**config.mk**
```make
export PLATFORM = sky130hd
export DESIGN_NAME = riscv_tag_policy_ctrl
export DESIGN_NICKNAME = d
export VERILOG_FILES = /design/src/rtl/riscv_tag_policy_ctrl_pkg.sv /design/src/rtl/riscv_tag_policy_ctrl.sv
export SDC_FILE = /design/constraint.sdc
export NUM_CORES = 1
export LEC_CHECK = 0
export CORE_MARGIN = 8
export CORE_UTILIZATION = 52
export CTS_CLUSTER_SIZE = 20
export DETAILED_ROUTE_END_ITERATION = 16
export GPL_TIMING_DRIVEN = 0
export HOLD_SLACK_MARGIN = 0.12
export PLACE_DENSITY = 0.82
export SYNTH_ARGS = -nofsm -noshare
export SYNTH_HDL_FRONTEND = slang
export SYNTH_SLANG_ARGS = --single-unit
```
**constraint.sdc**
```tcl
create_clock -name clk -period 3.5 [get_ports clk]
set_input_delay 0.7 -clock clk [delete_from_list [all_inputs] [get_ports clk]]
set_output_delay 0.7 -clock clk [all_outputs]
set_load 0.01 [all_outputs]
```
**src/rtl/riscv_tag_policy_ctrl_pkg.sv**
```systemverilog
// Shared definitions for the DIFT tag-policy controller: register widths, CSR
// addresses and op codes, tag class/check bit positions and the sequencer states.
package riscv_tag_policy_ctrl_pkg;

  localparam int TPR_WIDTH = 14;
  localparam int TCR_WIDTH = 23;

  localparam logic [11:0] CSR_TPR_ADDR = 12'h700;
  localparam logic [11:0] CSR_TCR_ADDR = 12'h701;

  localparam logic [1:0] CSR_OP_NONE  = 2'b00;
  localparam logic [1:0] CSR_OP_WRITE = 2'b01;
  localparam logic [1:0] CSR_OP_SET   = 2'b10;
  localparam logic [1:0] CSR_OP_CLEAR = 2'b11;

  localparam logic [1:0] ALU_MODE_OLD   = 2'b00;
  localparam logic [1:0] ALU_MODE_AND   = 2'b01;
  localparam logic [1:0] ALU_MODE_OR    = 2'b10;
  localparam logic [1:0] ALU_MODE_CLEAR = 2'b11;

  // Each TPR class owns a 2-bit propagation mode
  localparam int INTEGER_LOW   = 0;
  localparam int INTEGER_HIGH  = 1;
  localparam int LOADSTORE_LOW  = 12;
  localparam int LOADSTORE_HIGH = 13;

  localparam int INTEGER_CHECK_S1    = 0;
  localparam int EXECUTE_INSTRUCTION = 22;

  typedef enum logic [1:0] {
    TP_IDLE   = 2'd0,
    TP_DRAIN  = 2'd1,
    TP_COMMIT = 2'd2,
    TP_RESP   = 2'd3
  } tp_state_e;

  // Read-back value, zero-extended; bit 31 carries the lock flag on TCR reads
  function automatic logic [31:0] tp_read_value(
    input logic                 sel,
    input logic                 lock,
    input logic [TPR_WIDTH-1:0] tpr,
    input logic [TCR_WIDTH-1:0] tcr
  );
    logic [31:0] v;
    if (sel) v = {lock, {(31-TCR_WIDTH){1'b0}}, tcr};
    else     v = {{(32-TPR_WIDTH){1'b0}}, tpr};
    return v;
  endfunction

endpackage

```
**src/rtl/riscv_tag_policy_ctrl.sv**
```systemverilog
// Owns TPR/TCR and sequences CSR accesses: stall fetch, drain EX/WB, commit, respond.
// Optional sticky policy lock enabled by `define RISCV_TAG_POLICY_LOCK_EN.
//
// state     | meaning
// TP_IDLE   | waiting for a CSR request, latches operands
// TP_DRAIN  | fetch stalled, waiting for pipe_empty_i or timeout
// TP_COMMIT | fetch stalled, selected register updated
// TP_RESP   | one-cycle grant with pre-op read data and error flag
module riscv_tag_policy_ctrl
  import riscv_tag_policy_ctrl_pkg::*;
#(
  parameter logic [TPR_WIDTH-1:0] TPR_RST       = 14'h0000,
  parameter logic [TCR_WIDTH-1:0] TCR_RST       = 23'h000000,
  parameter int                   DRAIN_TIMEOUT = 64
) (
  input  logic                 clk,
  input  logic                 rst,
  input  logic                 csr_req_i,
  input  logic                 csr_sel_i,
  input  logic [1:0]           csr_op_i,
  input  logic [31:0]          csr_wdata_i,
  output logic                 csr_gnt_o,
  output logic [31:0]          csr_rdata_o,
  output logic                 csr_err_o,
  input  logic                 pipe_empty_i,
  output logic                 stall_fetch_o,
  output logic [TPR_WIDTH-1:0] tpr_o,
  output logic [TCR_WIDTH-1:0] tcr_o
);

  localparam int              CNT_W    = $clog2(DRAIN_TIMEOUT);
  localparam logic [CNT_W-1:0] CNT_LAST = CNT_W'(DRAIN_TIMEOUT - 1);

  tp_state_e              r_state, w_state_nxt;
  logic [CNT_W-1:0]       r_cnt;
  logic                   r_sel;
  logic [1:0]             r_op;
  logic [TCR_WIDTH-1:0]   r_wdata;
  logic [31:0]            r_rdata;
  logic                   r_err;
  logic [TPR_WIDTH-1:0]   r_tpr, w_tpr_nxt;
  logic [TCR_WIDTH-1:0]   r_tcr, w_tcr_nxt;
  logic                   w_unused_wdata;

`ifdef RISCV_TAG_POLICY_LOCK_EN
  logic r_lock;
  logic r_wd31;
`endif

  // Only bit 31 (lock build) and the TCR-wide low bits carry meaning
  assign w_unused_wdata = ^csr_wdata_i[31:TCR_WIDTH];

  always_comb begin
    w_state_nxt = r_state;
    case (r_state)
      TP_IDLE: begin
        if (csr_req_i) begin
          if (csr_op_i == CSR_OP_NONE) w_state_nxt = TP_RESP;
`ifdef RISCV_TAG_POLICY_LOCK_EN
          else if (r_lock)             w_state_nxt = TP_RESP;
`endif
          else                         w_state_nxt = TP_DRAIN;
        end
      end
      TP_DRAIN: begin
        if (pipe_empty_i)           w_state_nxt = TP_COMMIT;
        else if (r_cnt == CNT_LAST) w_state_nxt = TP_RESP;
      end
      TP_COMMIT: w_state_nxt = TP_RESP;
      TP_RESP:   w_state_nxt = TP_IDLE;
      default:   w_state_nxt = TP_IDLE;
    endcase
  end

  always_comb begin
    w_tpr_nxt = r_tpr;
    w_tcr_nxt = r_tcr;
    case (r_op)
      CSR_OP_WRITE: begin
        w_tpr_nxt = r_wdata[TPR_WIDTH-1:0];
        w_tcr_nxt = r_wdata;
      end
      CSR_OP_SET: begin
        w_tpr_nxt = r_tpr | r_wdata[TPR_WIDTH-1:0];
        w_tcr_nxt = r_tcr | r_wdata;
      end
      CSR_OP_CLEAR: begin
        w_tpr_nxt = r_tpr & ~r_wdata[TPR_WIDTH-1:0];
        w_tcr_nxt = r_tcr & ~r_wdata;
      end
      default: ;
    endcase
  end

  always_ff @(posedge clk) begin
    if (rst) begin
      r_state <= TP_IDLE;
      r_cnt   <= '0;
      r_sel   <= 1'b0;
      r_op    <= CSR_OP_NONE;
      r_wdata <= '0;
      r_rdata <= '0;
      r_err   <= 1'b0;
      r_tpr   <= TPR_RST;
      r_tcr   <= TCR_RST;
`ifdef RISCV_TAG_POLICY_LOCK_EN
      r_lock  <= 1'b0;
      r_wd31  <= 1'b0;
`endif
    end else begin
      r_state <= w_state_nxt;
      case (r_state)
        TP_IDLE: begin
          if (csr_req_i) begin
            r_sel   <= csr_sel_i;
            r_op    <= csr_op_i;
            r_wdata <= csr_wdata_i[TCR_WIDTH-1:0];
            r_cnt   <= '0;
`ifdef RISCV_TAG_POLICY_LOCK_EN
            r_wd31  <= csr_wdata_i[31];
            r_rdata <= tp_read_value(csr_sel_i, r_lock, r_tpr, r_tcr);
            r_err   <= r_lock && (csr_op_i != CSR_OP_NONE);
`else
            r_rdata <= tp_read_value(csr_sel_i, 1'b0, r_tpr, r_tcr);
            r_err   <= 1'b0;
`endif
          end
        end
        TP_DRAIN: begin
          r_cnt <= r_cnt + CNT_W'(1);
          if (!pipe_empty_i && (r_cnt == CNT_LAST)) r_err <= 1'b1;
        end
        TP_COMMIT: begin
          if (r_sel) r_tcr <= w_tcr_nxt;
          else       r_tpr <= w_tpr_nxt;
`ifdef RISCV_TAG_POLICY_LOCK_EN
          if (r_sel && r_wd31 && ((r_op == CSR_OP_WRITE) || (r_op == CSR_OP_SET)))
            r_lock <= 1'b1;
`endif
        end
        default: ;
      endcase
    end
  end

  assign csr_gnt_o     = (r_state == TP_RESP);
  assign csr_rdata_o   = csr_gnt_o ? r_rdata : 32'h0;
  assign csr_err_o     = csr_gnt_o & r_err;
  assign stall_fetch_o = (r_state == TP_DRAIN) || (r_state == TP_COMMIT);
  assign tpr_o         = r_tpr;
  assign tcr_o         = r_tcr;

endmodule

```
# Word level (Yosys, flattened, before mapping)

Cells that the tools add are included.

Bitwise operators: 8
Equality and inequality tests: 10
Mux-type cells: 14
Reductions and logical operators: 13
Add/sub/neg operators: 1

Operator list:

| cell                                                            | count |
|---|---|
| 23-bit one-hot mux with 3 select lines                          | 1 |
| 14-bit one-hot mux with 3 select lines                          | 1 |
| 32-bit 2-to-1 mux                                               | 1 |
| 23-bit AND                                                      | 1 |
| 23-bit 2-to-1 mux                                               | 1 |
| 23-bit NOT                                                      | 1 |
| 23-bit OR                                                       | 1 |
| 14-bit AND                                                      | 1 |
| 14-bit NOT                                                      | 1 |
| 14-bit OR                                                       | 1 |
| 6-bit one-hot mux with 2 select lines                           | 1 |
| 3-bit AND reduction                                             | 3 |
| 2-bit == test, second input constant                            | 4 |
| 2-bit 2-to-1 mux                                                | 4 |
| 2-bit one-hot mux with 4 select lines                           | 1 |
| 6-bit by 1-bit adder with 6-bit output, second input constant   | 1 |
| 6-bit == test, second input constant                            | 1 |
| 6-bit 2-to-1 mux                                                | 1 |
| 2-bit AND reduction                                             | 3 |
| 2-bit by 1-bit == test with 1-bit output, second input constant | 2 |
| 2-bit logical NOT                                               | 2 |
| 2-bit inequality test, second input constant                    | 2 |
| 3-bit inequality test, second input constant                    | 1 |
| 3-bit nonzero test                                              | 1 |
| other kinds (8)                                                 | 9 |

Output and inout port bits: 72
Word-level logic and storage cells: 55
Register bits after elaboration: 104

# Longest topological paths before layout

Gate-level depths: netlist (run 1).

Depth after elaboration: 4
Gate-level depth with buffers: 8

# Worst setup path after synthesis (run 1)

No wires, ideal clock.

Kind: register -> output
From: reg r_state[0]
To: out csr_rdata_o[10]
Arrival: 1.012 ns
Setup slack: 1.788 ns
Cell stages (with the launch flop): 4
Cell sequence: dfxtp_1 -> ha_1 -> clkbuf_1 -> and2_1

Longest elaborated chain between the ends: 2

Ends and longest elaborated chain:

| element                | RTL line                     | source |
|---|---|---|
| from (decl)            | riscv_tag_policy_ctrl.sv:34  | `tp_state_e r_state, w_state_nxt;` |
| from (signal assigned) | riscv_tag_policy_ctrl.sv:111 | `r_state <= w_state_nxt;` |
| 2-bit == test          | riscv_tag_policy_ctrl.sv:146 | `assign csr_gnt_o = (r_state == TP_RESP);` |
| via csr_gnt_o          | riscv_tag_policy_ctrl.sv:22  | `output logic csr_gnt_o,` |
| 32-bit 2-to-1 mux      | riscv_tag_policy_ctrl.sv:147 | `assign csr_rdata_o = csr_gnt_o ? r_rdata : 32'h0;` |
| to (decl)              | riscv_tag_policy_ctrl.sv:23  | `output logic [31:0] csr_rdata_o,` |

The timed path passes the listed nets, and every way through them passes these cells.

# Worst setup path in the final report (run 1)

From: reg r_state[0]
To: out csr_rdata_o[5]

Longest elaborated chain between the ends: 2

Ends and longest elaborated chain:

| element           | RTL line |
|---|---|
| 2-bit == test     | riscv_tag_policy_ctrl.sv:146 |
| 32-bit 2-to-1 mux | riscv_tag_policy_ctrl.sv:147 |

Every way passes these cells.

==> flow_metrics.py, run 1 <==
metrics = {
    "global_routing": {
        "grt_max_degree": 17,
        "grt_usage_pct": 21.9,
        "antenna_found_initial": 0,
        "grt-ovfl-total": 0,
        "grt_pass1_vias": 4085,
        "grt_pass1_wl_mm": 19.8,
    },
    "worst_setup_path": {
        "cp_slowest_cell": "clkdlybuf4s50_1",
        "max_stage_delay_ns": 0.55,
        "path_delay_family": "buffers and inverters",
        "start_kind": "flop",
        "critPathBufInv": 2,
        "cp-end-kind": "primary output",
        "worstPathRequired_ns": 2.80,
        "cp_cell_sequence": "ha_1 -> clkbuf_1 -> and2_1 -> clkdlybuf4s50_1",
        "crit_fanout": 10,
        "critPathArrivalTime_ns": 2.12,
        "r2r_setup_slack_ns": 1.57,
        "worstSetupPathType": "reg2out",
    },
    "sta": {
        "post-route-period-util_pct": 80.6,
        "slew_viol_final": 0,
        "final-setup-viol-count": 0,
        "rsz0062_at_grt": "false",
        "relSlewSlack_pct": 60.2,
        "fin_crit_ns": 2.82,
        "skew_ns": 0.00837,
        "max_freq_ghz": 0.354,
        "tightest_slew_ns": 0.598,
        "hold_viol": 0,
        "tns_ns": 0,
        "fin_hold_ws_ns": 0.450,
    },
    "place": {
        "io_buffers": 90,
        "place_inst": 698,
        "hpwlAfterDp_mm": 8.66,
        "gp_congestion": 0.840,
    },
    "cts": {
        "cts_htree_levels": 3,
        "post-cts-setup-buffers": 0,
        "cts_hold_buf": 0,
        "clk_path_buf_depth": 2,
        "cts_made_buffers": 9,
        "clk_latency_ns": 0.36,
        "path_clk_slew_ns": 0.09,
        "root_buffer": "clkbuf_8",
        "cts.repair.resized": 0,
        "numClockSinks": 95,
        "cts_tree": "built",
    },
    "floorplanning": {
        "start_util_pct": 52.9,
        "pin_count": 111,
        "die_h_um": 104,
        "die_area_mm2": 0.0108,
        "die_w_um": 104,
        "rows": 32,
        "core_mm2": 0.00761,
    },
    "yosys": {
        "syn_area_per_cell_um2": 8.08,
        "synth_area_mm2": 0.00402,
        "synth.distinct_cells": 32,
        "ys_ff_latch": 95,
        "syn_inst": 498,
        "yosysWarnings": 0,
        "synth_seq_area_share_pct": 47.3,
    },
    "route": {
        "drtAntennaViolNets": 0,
        "route.detailed.drc": 0,
        "drtIter0Drc": 316,
        "wl_mm": 12.0,
        "route.detailed.wl_per_inst_um": 16.8,
        "vias": 3897,
        "vias_per_cell": 5.46,
        "first_pass_iters": 5,
    },
    "finish": {
        "diodes": 0,
        "final_layout_size_suffix_gt1_share_pct": 6.21,
        "finalNonFillerCells": 714,
        "layout-area-overhead-vs-synth_pct": 31.2,
        "nets": 651,
    },
    "run_status": {
        "status": "finished, final reports clean",
    },
    "min_path": {
        "hold_path.class": "reg2reg",
    },
    "pwr": {
        "p_per_area_mw_per_mm2": 521,
        "irDropWorstVdd_v": 0.000365,
        "p_leak_nw": 1.91,
        "totalPowerFinal_mw": 2.75,
    },
    "run": {
        "drv_cap": 0,
    },
}
cells in the mapped netlist:
library cell	number	share of area (%)
o211ai_2	1	0.31
nand3_1	11	1.4
buf_4	11	2.1
conb_1	1	0.093
clkbuf_1	23	2.1
o21bai_1	1	0.19
dfxtp_1	95	47
o21ai_0	39	4.9
a32oi_1	1	0.22
nor2b_1	25	3.9
or2_2	1	0.16
and2_1	25	3.9
nand2b_1	3	0.47
o21a_1	1	0.19
xnor2_1	2	0.44
ha_1	5	1.6
nand3b_1	1	0.19
nand2_1	104	9.7
nor3_1	1	0.12
a311oi_1	2	0.44
a211oi_2	1	0.31
mux2i_1	15	3.7
nor2_1	20	1.9
o21ai_1	1	0.12
buf_1	1	0.093
a211oi_1	14	2.6
or3_1	1	0.16
buf_2	9	1.1
a21oi_1	79	9.8
inv_1	2	0.19
nor3b_1	1	0.19
or3b_1	1	0.22
layout by cell type (no fill, tap or decap), types with 2 or more instances in the layout:
master and instances:
nand3_1 11, nand2b_1 3, a21oi_1 79, and2_1 25
xnor2_1 2, dfxtp_1 95, clkdlybuf4s50_1 90, nand2_1 104
a311oi_1 2, clkbuf_1 24, nor2b_1 25, nor2_1 20
buf_2 9, o21ai_0 39, inv_1 2, clkinv_4 3
conb_1 9, buf_4 11, ha_1 5, clkbuf_8 9
mux2i_1 15, a211oi_1 14
path summary, 6_finish.rpt:
path	from	endpoint	depth (start not counted)
worst max-delay path	r_state[0]	csr_rdata_o[5]	4
worst min-delay path	r_rdata[18]	r_rdata[18]	2
worst max register to register	r_state[0]	r_wdata[10]	7
worst min register to register	r_rdata[18]	r_rdata[18]	2
sequential cells by signal, indices dropped and copies added, names as in the netlist:
name	cells
r_cnt	6
r_err	1
r_op	2
r_rdata	23
r_sel	1
r_state	2
r_wdata	23
tcr_o	23
tpr_o	14
cell type report:
class / instances / area (µm²)
inverter: 2 / 7.51
clock buffer: 10 / 128
multi-input combinational: 365 / 1920
sequential: 95 / 1900
clock inverter: 6 / 70.1
tap: 102 / 128
timing repair buffer: 90 / 901
fill: 615 / 2330
buffer: 44 / 218
power by group:
group          internal [mW]  leakage [nW]  switching [mW]
Sequential              1.19         0.772          0.0832
Combinational          0.274          1.04           0.464
Clock                  0.336         0.101           0.397
Total                   1.80          1.91           0.945
metrics by stage:
stage	area, µm²	worst slack (ns)	utilization [%]
6_report	5280	0.679	69.4
5_1_grt	5280	0.558	69.4
4_1_cts	5280	0.667	69.4
3_5_place_dp	5080	1.06	66.8
3_3_place_gp	5080	1.08	66.8
2_1_floorplan	4050	1.79	-
routing by layer:
layer  vias to the layer above  GRT usage, %  routed length [µm]
met5                         -             0                   0
met4                         0          9.62                 264
met3                        27          4.46                 835
met2                       160          38.2                6000
met1                      1838          25.3                4880
li1                       1872             -                   -
kinds of logic (layout without fill, tap and decap cells):
group / Yosys count / after routing / synth area share (%)
AOI/OAI and AO/OA: 140 / 140 / 19.1
xor gates and xnor gates: 2 / 2 / 0.436
adders and majority gates: 5 / 5 / 1.56
buffers and inverters: 46 / 152 / 5.60
DFF: 95 / 95 / 47.3
muxes: 15 / 15 / 3.73
other: 1 / 9 / 0.0933
and+or+nand+nor: 194 / 194 / 22.2
worst reg2reg max path: cells and delay by family (launching register included):
family	cells	cell delay [ns]
AO/OA/AOI/OAI	1	0.16
flip-flops	1	0.36
buffers and inverters	3	0.73
AND/OR/NAND/NOR	2	0.43
adder cells (fa/ha/maj)	1	0.19
Note: power is estimated with default switching activity, not from simulation.
==> run 2, diff against run 1 <==
--- a/config.mk
+++ b/config.mk
@@ -6,12 +6,12 @@
 export NUM_CORES = 1
 export LEC_CHECK = 0
 export CORE_MARGIN = 8
-export CORE_UTILIZATION = 52
+export CORE_UTILIZATION = 48
 export CTS_CLUSTER_SIZE = 20
 export DETAILED_ROUTE_END_ITERATION = 16
 export GPL_TIMING_DRIVEN = 0
 export HOLD_SLACK_MARGIN = 0.12
-export PLACE_DENSITY = 0.82
+export PLACE_DENSITY = 0.76
 export SYNTH_ARGS = -nofsm -noshare
 export SYNTH_HDL_FRONTEND = slang
 export SYNTH_SLANG_ARGS = --single-unit
==> constraint.sdc (replaced) <==
create_clock -name clk -period 2.7 [get_ports clk]
set_input_delay 0.54 -clock clk [delete_from_list [all_inputs] [get_ports clk]]
set_output_delay 0.54 -clock clk [all_outputs]
set_load 0.01 [all_outputs]
==> run 2 against run 1 <==
Effect of this change: register-to-register slack got worse by 0.86 ns; clock power rose by 46%; sequential power rose by 30%; die area rose by 7.0%; setup slack got worse by 0.52 ns; critical path depth did not move; critical path type unchanged; highest routed layer unchanged.
==> flow_metrics.py, run 2 (synthesis gave the netlist of run 1 again) <==
metrics = {
    "pwr": {
        "totalPowerFinal_mw": 3.69,
        "irDropWorstVdd_v": 0.000351,
        "p_leak_nw": 1.93,
        "p_per_area_mw_per_mm2": 694,
    },
    "sta": {
        "max_freq_ghz": 0.394,
        "skew_ns": 0.00619,
        "tns_ns": 0,
        "slew_viol_final": 0,
        "hold_viol": 0,
        "rsz0062_at_grt": "false",
        "tightest_slew_ns": 0.625,
        "fin_crit_ns": 2.54,
        "post-route-period-util_pct": 94.0,
        "final-setup-viol-count": 0,
        "fin_hold_ws_ns": 0.450,
        "relSlewSlack_pct": 58.3,
    },
    "worst_setup_path": {
        "crit_fanout": 10,
        "start_kind": "flop",
        "worstPathRequired_ns": 2.16,
        "cp-end-kind": "primary output",
        "critPathArrivalTime_ns": 2.00,
        "worstSetupPathType": "reg2out",
    },
    "place": {
        "hpwlAfterDp_mm": 8.76,
        "gp_congestion": 0.807,
        "io_buffers": 90,
        "dpl_cell_area_mm2": 0.00508,
    },
    "run": {
        "drv_cap": 0,
    },
    "floorplanning": {
        "pin_count": 111,
        "die_w_um": 108,
        "rows": 33,
        "die_h_um": 108,
        "die_area_mm2": 0.0116,
        "start_util_pct": 49.2,
        "core_mm2": 0.00818,
    },
    "cts": {
        "cts_tree": "built",
        "path_clk_slew_ns": 0.09,
        "post-cts-setup-buffers": 0,
        "cts_htree_levels": 3,
        "numClockSinks": 95,
        "clk_latency_ns": 0.35,
        "root_buffer": "clkbuf_8",
        "cts.repair.resized": 2,
        "cts_made_buffers": 9,
        "cts_hold_buf": 0,
        "clk_path_buf_depth": 2,
    },
    "route": {
        "drtIter0Drc": 135,
        "vias_per_cell": 5.37,
        "route.detailed.drc": 0,
        "vias": 3847,
        "drtAntennaViolNets": 0,
        "wl_mm": 12.0,
        "route.detailed.wl_per_inst_um": 16.8,
        "first_pass_iters": 4,
    },
    "min_path": {
        "hold_path.class": "reg2reg",
    },
    "global_routing": {
        "grt_max_degree": 16,
        "grt_util_met2_pct": 34.8,
        "grt-ovfl-total": 0,
        "antenna_found_initial": 0,
        "use_met1_pct": 24.2,
        "grt_usage_pct": 20.4,
        "grt_pass1_wl_mm": 19.1,
        "grt.busiest_layer": "met2",
        "grt_pass1_vias": 3967,
        "grtUsageMet3_pct": 3.77,
    },
    "finish": {
        "final_cell_mix": "nand2_1 (104), dfxtp_1 (95), clkdlybuf4s50_1 (90)",
        "nets": 651,
        "post-route-cell-area_mm2": 0.00532,
        "final_common_cell": "nand2_1",
        "diodes": 0,
        "layout-area-overhead-vs-synth_pct": 32.2,
        "final_layout_size_suffix_gt1_share_pct": 6.54,
    },
    "run_status": {
        "status": "finished, final reports clean",
    },
}
## run 2: critical path, stage by stage, from the launching register on
cell,delay [ns]
dfxtp_1,0.37
ha_1,0.29
clkbuf_2,0.26
and2_1,0.16
clkdlybuf4s50_1,0.55
## run 2: worst paths after layout
kind	from	end	slack [ns]	depth (start not counted)
max reg2reg	r_state[0]	r_wdata[22]	0.71	7
min reg2reg	r_rdata[16]	r_rdata[16]	0.45	2
min	r_rdata[16]	r_rdata[16]	0.45	2
max	r_state[1]	csr_rdata_o[8]	0.16	4
## run 2: per-layer routing
layer	wire length [µm]	vias up
met3	826	23
met1	4930	1817
li1	-	1868
met5	0	-
met2	5990	139
met4	262	0
## run 2: per-stage QoR
stage	utilization [%]	std cells	setup WS [ns]
6_report	65.0	717	0.163
3_5_place_dp	62.2	701	0.375
3_3_place_gp	62.2	701	0.399
2_1_floorplan	-	506	1.14
5_1_grt	65.0	717	0.00286
4_1_cts	65.0	717	0.128
## run 2: cell type report
class,count,area (µm²)
Fill cell,717,2860
Multi-Input combinational cell,365,1920
Sequential cell,95,1900
Timing Repair Buffer,90,901
Buffer,44,220
Clock buffer,12,155
Tap cell,105,131
Clock inverter,4,76.3
Inverter,2,7.51
## run 2: where the power goes
part | internal [mW] | leakage, nW | total [mW] | switching [mW]
sequential | 1.55 | 0.772 | 1.66 | 0.107
clock | 0.577 | 0.113 | 1.07 | 0.495
combinational | 0.357 | 1.04 | 0.961 | 0.604
==> run 3, diff against run 2 <==
--- a/config.mk
+++ b/config.mk
@@ -5,13 +5,14 @@
 export SDC_FILE = /design/constraint.sdc
 export NUM_CORES = 1
 export LEC_CHECK = 0
+export CAP_MARGIN = 20
 export CORE_MARGIN = 8
-export CORE_UTILIZATION = 48
+export CORE_UTILIZATION = 52
 export CTS_CLUSTER_SIZE = 20
 export DETAILED_ROUTE_END_ITERATION = 16
 export GPL_TIMING_DRIVEN = 0
 export HOLD_SLACK_MARGIN = 0.12
-export PLACE_DENSITY = 0.76
+export PLACE_DENSITY = 0.82
 export SYNTH_ARGS = -nofsm -noshare
 export SYNTH_HDL_FRONTEND = slang
 export SYNTH_SLANG_ARGS = --single-unit
==> constraint.sdc (replaced) <==
create_clock -name clk -period 3 [get_ports clk]
set_input_delay 0.6 -clock clk [delete_from_list [all_inputs] [get_ports clk]]
set_output_delay 0.6 -clock clk [all_outputs]
set_load 0.01 [all_outputs]
==> results of run 3 <==
Same layout as run 1 (identical final DEF). Status: finished, final reports clean.
Among the figures that moved: setup slack after placement 1.06 ns -> 0.665 ns; setup slack after layout 0.679 ns -> 0.279 ns; register-to-register setup slack 1.57 ns -> 1.07 ns; total power 2.75 mW -> 3.21 mW; worst IR drop on VDD 0.000365 V -> 0.000426 V
